==> src/rtl/seg7_scan_ctrl.sv <==
// Time-multiplexed 7-segment scan driver: double-buffered display word, per-digit
// dp/blanking, leading-zero suppression and dead time at the start of every slot.
module seg7_scan_ctrl #(
  parameter int DIGITS      = 8,
  parameter int SCAN_DIV    = 150000,
  parameter int BLANK_DEAD  = 4,
  parameter bit SEL_ACT_LOW = 1'b1,
  parameter bit SEG_ACT_LOW = 1'b0
) (
  input  logic                  clk,
  input  logic                  rst_n,
  input  logic                  en,
  input  logic [4*DIGITS-1:0]   data,
  input  logic [DIGITS-1:0]     dp,
  input  logic [DIGITS-1:0]     blank_mask,
  input  logic                  zero_sup,
  input  logic                  load,
  output logic [DIGITS-1:0]     digit_sel,
  output logic [7:0]            seg,
  output logic                  frame_done
);

  localparam int PW = $clog2(SCAN_DIV);
  localparam int IW = $clog2(DIGITS);
  localparam logic [PW-1:0]     PRESC_LAST = PW'(SCAN_DIV - 1);
  localparam logic [PW-1:0]     DEAD_END   = PW'(BLANK_DEAD);
  localparam logic [IW-1:0]     IDX_LAST   = IW'(DIGITS - 1);
  localparam logic [DIGITS-1:0] SEL_OFF    = {DIGITS{SEL_ACT_LOW}};
  localparam logic [7:0]        SEG_OFF    = {8{SEG_ACT_LOW}};

  typedef enum logic {IDLE = 1'b0, SCAN = 1'b1} state_t;

  state_t state, state_nxt;

  logic [PW-1:0]       presc;
  logic [IW-1:0]       idx;
  logic [4*DIGITS-1:0] pend_data, shd_data;
  logic [DIGITS-1:0]   pend_dp, shd_dp;
  logic [DIGITS-1:0]   pend_blank, shd_blank;
  logic                pend_zs, shd_zs;
  logic [DIGITS-1:0]   sel_q, sel_nxt;
  logic [7:0]          seg_q, seg_nxt;
  logic                fd_q, fd_nxt;
  logic [DIGITS-1:0]   sup;
  logic                lead;
  logic [3:0]          nib;
  logic                scanning, start_scan, slot_end, frame_end;

  function automatic logic [6:0] hex_to_seg(input logic [3:0] h);
    case (h)
      4'h0: return 7'h7E;
      4'h1: return 7'h30;
      4'h2: return 7'h6D;
      4'h3: return 7'h79;
      4'h4: return 7'h33;
      4'h5: return 7'h5B;
      4'h6: return 7'h5F;
      4'h7: return 7'h70;
      4'h8: return 7'h7F;
      4'h9: return 7'h7B;
      4'hA: return 7'h77;
      4'hB: return 7'h1F;
      4'hC: return 7'h4E;
      4'hD: return 7'h3D;
      4'hE: return 7'h4F;
      default: return 7'h47;
    endcase
  endfunction

  assign scanning   = (state == SCAN) && en;
  assign start_scan = (state == IDLE) && en;
  assign slot_end   = (presc == PRESC_LAST);
  assign frame_end  = slot_end && (idx == '0);
  assign nib        = shd_data[idx*4 +: 4];

  // FSM state register
  always_ff @(posedge clk or negedge rst_n) begin
    if (!rst_n) state <= IDLE;
    else        state <= state_nxt;
  end

  // FSM next state
  always_comb begin
    state_nxt = state;
    case (state)
      IDLE:    if (en)  state_nxt = SCAN;
      SCAN:    if (!en) state_nxt = IDLE;
      default: state_nxt = IDLE;
    endcase
  end

  // Prescaler and digit index; both parked whenever not scanning.
  always_ff @(posedge clk or negedge rst_n) begin
    if (!rst_n) begin
      presc <= '0;
      idx   <= IDX_LAST;
    end else if (!scanning) begin
      presc <= '0;
      idx   <= IDX_LAST;
    end else if (slot_end) begin
      presc <= '0;
      idx   <= (idx == '0) ? IDX_LAST : idx - 1'b1;
    end else begin
      presc <= presc + 1'b1;
    end
  end

  // load is a single-cycle strobe with no back-pressure: it is always accepted
  // into the pending set; the shadow set only changes at frame boundaries.
  always_ff @(posedge clk or negedge rst_n) begin
    if (!rst_n) begin
      pend_data  <= '0;
      pend_dp    <= '0;
      pend_blank <= '0;
      pend_zs    <= 1'b0;
    end else if (load) begin
      pend_data  <= data;
      pend_dp    <= dp;
      pend_blank <= blank_mask;
      pend_zs    <= zero_sup;
    end
  end

  always_ff @(posedge clk or negedge rst_n) begin
    if (!rst_n) begin
      shd_data  <= '0;
      shd_dp    <= '0;
      shd_blank <= '0;
      shd_zs    <= 1'b0;
    end else if (start_scan || (scanning && frame_end)) begin
      shd_data  <= pend_data;
      shd_dp    <= pend_dp;
      shd_blank <= pend_blank;
      shd_zs    <= pend_zs;
    end
  end

  // A digit stays suppressed while it and everything to its left is a bare zero.
  always_comb begin
    lead = 1'b1;
    sup  = '0;
    for (int i = DIGITS - 1; i >= 0; i--) begin
      lead   = lead & (shd_data[4*i +: 4] == 4'h0) & ~shd_dp[i];
      sup[i] = lead & shd_zs & (i != 0);
    end
  end

  // FSM outputs (active-high, registered below)
  always_comb begin
    sel_nxt = '0;
    seg_nxt = '0;
    fd_nxt  = 1'b0;
    if (scanning) begin
      fd_nxt = frame_end;
      if (presc >= DEAD_END) begin
        sel_nxt[idx] = 1'b1;
        if (!(shd_blank[idx] || sup[idx]))
          seg_nxt = {shd_dp[idx], hex_to_seg(nib)};
      end
    end
  end

  always_ff @(posedge clk or negedge rst_n) begin
    if (!rst_n) begin
      sel_q <= SEL_OFF;
      seg_q <= SEG_OFF;
      fd_q  <= 1'b0;
    end else begin
      sel_q <= sel_nxt ^ SEL_OFF;
      seg_q <= seg_nxt ^ SEG_OFF;
      fd_q  <= fd_nxt;
    end
  end

  assign digit_sel  = sel_q;
  assign seg        = seg_q;
  assign frame_done = fd_q;

endmodule
==> config.mk <==
export PLATFORM = sky130hd
export DESIGN_NAME = seg7_scan_ctrl
export DESIGN_NICKNAME = d
export VERILOG_FILES = /design/src/rtl/seg7_scan_ctrl.sv
export SDC_FILE = /design/constraint.sdc
export NUM_CORES = 1
export LEC_CHECK = 0
export CORE_MARGIN = 1
export CORE_UTILIZATION = 45
export DETAILED_ROUTE_END_ITERATION = 8
export GPL_TIMING_DRIVEN = 0
export PLACE_DENSITY = 0.72
export SETUP_SLACK_MARGIN = 0.15
export SLEW_MARGIN = 15
export SYNTH_ARGS = -nofsm -noshare
export SYNTH_HDL_FRONTEND = slang
export SYNTH_SLANG_ARGS = --single-unit
==> constraint.sdc <==
create_clock -name clk -period 2.6 [get_ports clk]
set_clock_uncertainty 0.15 [all_clocks]
set_input_delay 0.52 -clock clk [delete_from_list [all_inputs] [get_ports clk]]
set_output_delay 0.52 -clock clk [all_outputs]
set_load 0.02 [all_outputs]
# ---- Word level (Yosys, flattened, before mapping)
# Memory sizes are Yosys's and may differ from the RTL's.
# Cells that the tools add are included.
dict set report op_classes {
  addsub 2
  multipliers 0
  div_mod_pow 0
  magnitude_cmp 3
  n_eq_ne 2
  n_shift 1
  mux 20
  bitwise 29
  reduce_logical 15
}
# operator n
set op_table {}
lappend op_table {{2-to-1 mux 8 bit} 5}
lappend op_table {{2-to-1 mux 18 bit} 2}
lappend op_table {{indexed part select 32 x 6 -> 4 bit} 1}
lappend op_table {{zero test 4 bit} 7}
lappend op_table {{AND 1 bit} 20}
lappend op_table {{adder 18 x 1 -> 18 bit, second input constant} 1}
lappend op_table {{== test 18 bit, second input constant} 1}
lappend op_table {{greater-or-equal comparator 18 x 3 -> 1 bit, second input constant} 1}
lappend op_table {{binary-select mux 1 bit (select 3 bit)} 3}
lappend op_table {{2-to-1 mux 3 bit} 3}
lappend op_table {{inverter 1 bit} 8}
lappend op_table {{inverter 8 bit} 1}
lappend op_table {{2-to-1 mux 1 bit} 6}
lappend op_table {{logical AND 1 bit} 5}
lappend op_table {{less-than comparator 3 x 4 -> 1 bit, second input constant} 1}
lappend op_table {{demux 1 bit (select 3 bit)} 1}
lappend op_table {{greater-or-equal comparator 3 x 1 -> 1 bit, second input constant} 1}
lappend op_table {{zero test 3 bit} 1}
lappend op_table {{subtractor 3 x 1 -> 3 bit, second input constant} 1}
lappend op_table {{logical OR 1 bit} 2}
lappend op_table {{inequality test 2 x 1 -> 1 bit, second input constant} 1}
dict set report totals {
  ff_bits 137
  latch_bits 0
  ram_bits 0
  romBits 112
  in_bits 53
  output_inout_bits 17
  mem_count 1
}
# memory depth word_bits rd rd_clocked_by_memory_dff wr line_no
set mem_list {}
lappend mem_list {{(name not given)} 16 7 1 0 0 50} ;# case (h)

# ---- Longest topological paths before layout
dict set report logic_depth {
  depth_word 21
  mapped_depth 10
  ltp_nobuf 9
}

# ---- Worst setup path after synthesis
# No wires, ideal clock.
dict set report synth_timing {
  kind {reg2reg}
  startpoint {register idx[0]}
  endpoint {register seg_q[0], in the netlist seg[0]}
  setup_time_ns 0.104
  t_arrival_ns 2.371
  required_time_ns 2.346
  setup_slack_ns -0.025
  path_stages_with_launch 8
  n_path_buf 1
  period_less_slack_ns 2.625
  cell_sequence {dfstp_2 -> buf_2 -> mux4_2 -> mux2i_1 -> inv_1 -> ha_1 -> mux2_2 -> a221oi_1}
}
dict set report synth_via {
  elab_chain_len 6
  word_cells_on_any_way 10
  cone_classes {shift: 1; mux: 7; reduce/logical: 1; memory: 1}
}
# item line_no
set synth_rtl {}
lappend synth_rtl {{from (decl)} 36} ;# logic [IW-1:0] idx;
lappend synth_rtl {{from (signal assigned)} 102} ;# idx <= (idx == '0) ? IDX_LAST : idx - 1'b1;
lappend synth_rtl {{parallel branches: the longest is 3 deep, another holds memory (16 x 7 bit)} n/a}
lappend synth_rtl {{2-to-1 mux 8 bit *} 157} ;# if (!(shd_blank[idx] || sup[idx]))
lappend synth_rtl {{2-to-1 mux 8 bit *} 155} ;# if (presc >= DEAD_END) begin
lappend synth_rtl {{2-to-1 mux 8 bit *} 153} ;# if (scanning) begin
lappend synth_rtl {{via seg_nxt[0]} 42} ;# logic [7:0] seg_q, seg_nxt;
lappend synth_rtl {{to (signal assigned)} 170} ;# seg_q <= seg_nxt ^ SEG_OFF;
lappend synth_rtl {{to (decl)} 42}
# Mark *: on every way through the listed nets, which the timed path passes. The select of a mux whose other input is x is not followed.
# A chain may end at the register's enable or synchronous reset.

# ---- Worst setup path in the final report
dict set report layout_timing {
  startpoint {register idx[1]}
  endpoint {register seg_q[0], in the netlist seg[0]}
}
# Same word-level chain as after synthesis.

==> impl_results.md <==
- CP Class: register to register
- Biggest regs: pend_data (32), shd_data (32), presc (18)
- Largest vdd supply drop: 436.9 µV
- Synth cell types: 53
- Nets: 628
- Fin worst setup slack: 57.48 ps
- Worst setup EP type: register
- Compound-Gate Fraction of Synth Area: 0.04455
- Clk sinks: 137
- HPWL after DPL: 8689 µm
- Seq pwr share: 0.437
- RSZ-0062 raised after global routing: true
- Post-synthesis mux area share: 0.2331
- DRC: 0
- Post-synth top flop: dfrtp_1
- Max Clk Rate: 393.3 MHz
- Initial DRT Pass Iterations: 5
- Combinational Power Share: 0.131
- Vias: 4,054
- Area of the multi-input gates: 2656 µm²
- # setup viols final: 0
- Worst-Margin Slew: 576.0 ps
- Final hold slack: 349.8 ps
- Synth Area in XOR/XNOR: 0.02310
- Clock group share of total power: 0.432
- Clock tree buffer depth: 2
- GRT busiest layer: met2
- Global routing met3 resource utilization: 0.05426
- Antenna viol nets, final: 0
- Final worst-path cycle share: 0.9779
- Core Region: 13,190 µm²
- Final Critical Period: 2543 ps
- Largest net degree at the start of global routing: 78
- Num CTS Buffers: 17
- Switch Pwr: 1.333 mW
- Leak pwr: 3.471 nW
- Pwr dens: 716.3 nW/µm²
- GR Util met1: 0.2371
- Die width: 118.1 µm
- IO Pins: 70
- Fraction of layout cells with a size suffix above 1: 0.3806
- Die Span Y: 118.1 µm
- Synthesized area: 6066 µm²
- WL final: 13,010 µm
- Grt met2 use: 0.3342
- CTS H-Tree Depth: 4
- CP Launch Type: register
- Setup TNS: 0 ps
- Worst hold path type: register to register
- Internal power: 4.477 mW
- EDFF count, synth: 0
- WL/cell: 17.25 µm
- Pre-CTS WS: -301.1 ps
- Sw frac: 0.2294
- Share of flip-flops with an asynchronous set or reset: 1.000
- Vias/cell: 5.377
- Vias in the first global route: 4,241
- Placed insts: 697
- GP Congestion: 0.8452
- Worst-Skew Late Latency: 420 ps
- Slew Limit Fails: 0
- Initial DRC Count: 281
- Main combinational cell family by area after synthesis: multiplexers
- Post-synthesis cell count: 452
- Gr usage total: 0.2000
- Required @ worst endpoint: 2770 ps
- Die area: 13,950 µm²
- Simple-gate portion of the synthesized area: 0.09179
- Mapped Avg Cell Area: 13.42 µm²
- Initial core utilization: 0.4599
- Port Buffers: 68
- Initial antenna violation count: 0
- Layout fillers: 973
- Critical path arrival: 2720 ps
- Synthesized-area fraction occupied by adder cells: 0.01856
- Clock slew at reported path FFs: 60 ps
- Status: complete, no violations
- TritonCTS clock tree: yes
- Max_slew headroom: 0.6160
- Post-synthesis sequential area ratio: 0.5675
- First-pass GRT wire length: 21,150 µm
- Syn. warnings: 0
- Post-Syn Nets: 514
- Register bit total from synthesis: 137
- Max-cap violations: 0
- Row count: 42
- GRT Residual Overflow: 0
- Antenna diodes: 0
- Final Hold Viols: 0
- Flip-flop and latch area: 3442 µm²
- Final non-filler cell total: 754
- Area growth syn-to-layout: 33.70%
- Worst Path Max Fanout: 5
- Clock tree root buffer cell: clkbuf_16
## cell type report
class | count | share of cell area
timing repair buffer | 95 | 0.1185
tap | 176 | 0.02715
sequential | 137 | 0.4244
buffer | 20 | 0.02036
clock inverter | 6 | 0.01358
multi-input combinational | 285 | 0.3275
clock buffer | 25 | 0.06356
inverter | 10 | 0.004937
## cell families after synthesis
group | after synthesis
buffers and inverters | 30
AND/OR/NAND/NOR | 109
multiplexers | 116
AO/OA/AOI/OAI | 35
XOR/XNOR | 16
adder cells (fa/ha/maj) | 9
flip-flops | 137
## power groups by stage
stage | combinational [mW] | sequential, mW | clock, mW
after global placement | 0.620 | 2.56 | 0
final | 0.764 | 2.54 | 2.51
after CTS | 0.723 | 2.54 | 2.56
after detailed placement | 0.651 | 2.57 | 0
after global routing | 0.826 | 2.57 | 2.65
after floorplan | 0.459 | 2.49 | 0
## per-layer routing
metal / vias up / routed length [µm] / share of wire
met5: - / 0 / 0
met4: 0 / 277 / 0.021
met3: 23 / 690 / 0.053
met2: 131 / 6625 / 0.51
met1: 2050 / 5414 / 0.42
li1: 1850 / - / -
## worst max-delay path, stage by stage, from the launching register on
cell and delay, ps:
dfstp_2 550, buf_6 120, mux2_4 300, a221o_1 320, a22o_4 320, ha_4 180, mux2_4 260, a221oi_2 240
## worst paths after layout
check | startpoint | endpoint | slack [ps] | depth (start not counted)
max in group asynchronous | rst_n | shd_data[21] | 1060 | 3
min | pend_zs | shd_zs | 350 | 1
max reg2reg | idx[1] | seg[0] | 60 | 7
min reg2reg | pend_zs | shd_zs | 350 | 1
min in group asynchronous | rst_n | presc[12] | 490 | 2
max | idx[1] | seg[0] | 60 | 7
## timing repair
| action | CTS | global route |
|---|---|---|
| endpoints found under the setup margin | 52 | 65 |
| resized for setup | 43 | 19 |
| gates cloned | 1 | 1 |
| setup buffers | 18 | 5 |
| pin swaps | 11 | 14 |
| hold endpoints to repair | 49 | 0 |
| hold buffers | 1 | 0 |
## placed cells by master (no fill, tap or decap), drive strengths merged, types with 3 or more instances in the layout
cell and n:
dfrtp 126, mux2 102, clkdlybuf4s50 67, buf 40
nor2 35, clkbuf 31, nand3 21, nand2 19
xor2 12, dfstp 11, inv 10, ha 9
o21ai 8, mux4 7, nor3 7, or4 7
mux2i 7, a21oi 5, xnor2 4, and3 3
a221oi 3, bufinv 3, nor2b 3, a211oi 3
nor4 3
## per-stage QoR
stage	util	cell area [µm²]	total power, mW
after CTS	0.6055	7986	5.817
final	0.6149	8110	5.809
after global placement	0.5303	6994	3.184
after global routing	0.6149	8110	6.044
after floorplan	-	6093	2.949
after detailed placement	0.5324	7023	3.222
## cells in the mapped netlist (2+ instances only)
cell | count | share of area
buf_1 | 4 | 0.0025
and3_1 | 3 | 0.0031
xnor2_1 | 4 | 0.0058
dfrtp_1 | 126 | 0.52
mux2i_1 | 7 | 0.012
a31oi_1 | 2 | 0.0021
nand4_1 | 2 | 0.0021
mux2_2 | 92 | 0.17
a21oi_1 | 5 | 0.0041
o21ai_0 | 7 | 0.0058
nor4_1 | 2 | 0.0021
clkbuf_1 | 9 | 0.0056
inv_1 | 10 | 0.0062
a221oi_1 | 3 | 0.0043
or4_1 | 6 | 0.0074
and4_1 | 2 | 0.0029
buf_2 | 5 | 0.0041
nor3_1 | 7 | 0.0058
a311oi_1 | 2 | 0.0029
xor2_1 | 12 | 0.017
mux2_4 | 10 | 0.025
nor2_1 | 35 | 0.022
dfstp_2 | 11 | 0.048
mux4_2 | 7 | 0.026
nand3b_1 | 2 | 0.0025
ha_1 | 9 | 0.019
a211oi_1 | 2 | 0.0025
nand3_1 | 20 | 0.017
nand2b_1 | 2 | 0.0021
nand2_1 | 19 | 0.012
nor2b_1 | 3 | 0.0031
Note: power is estimated with default switching activity, not from simulation.
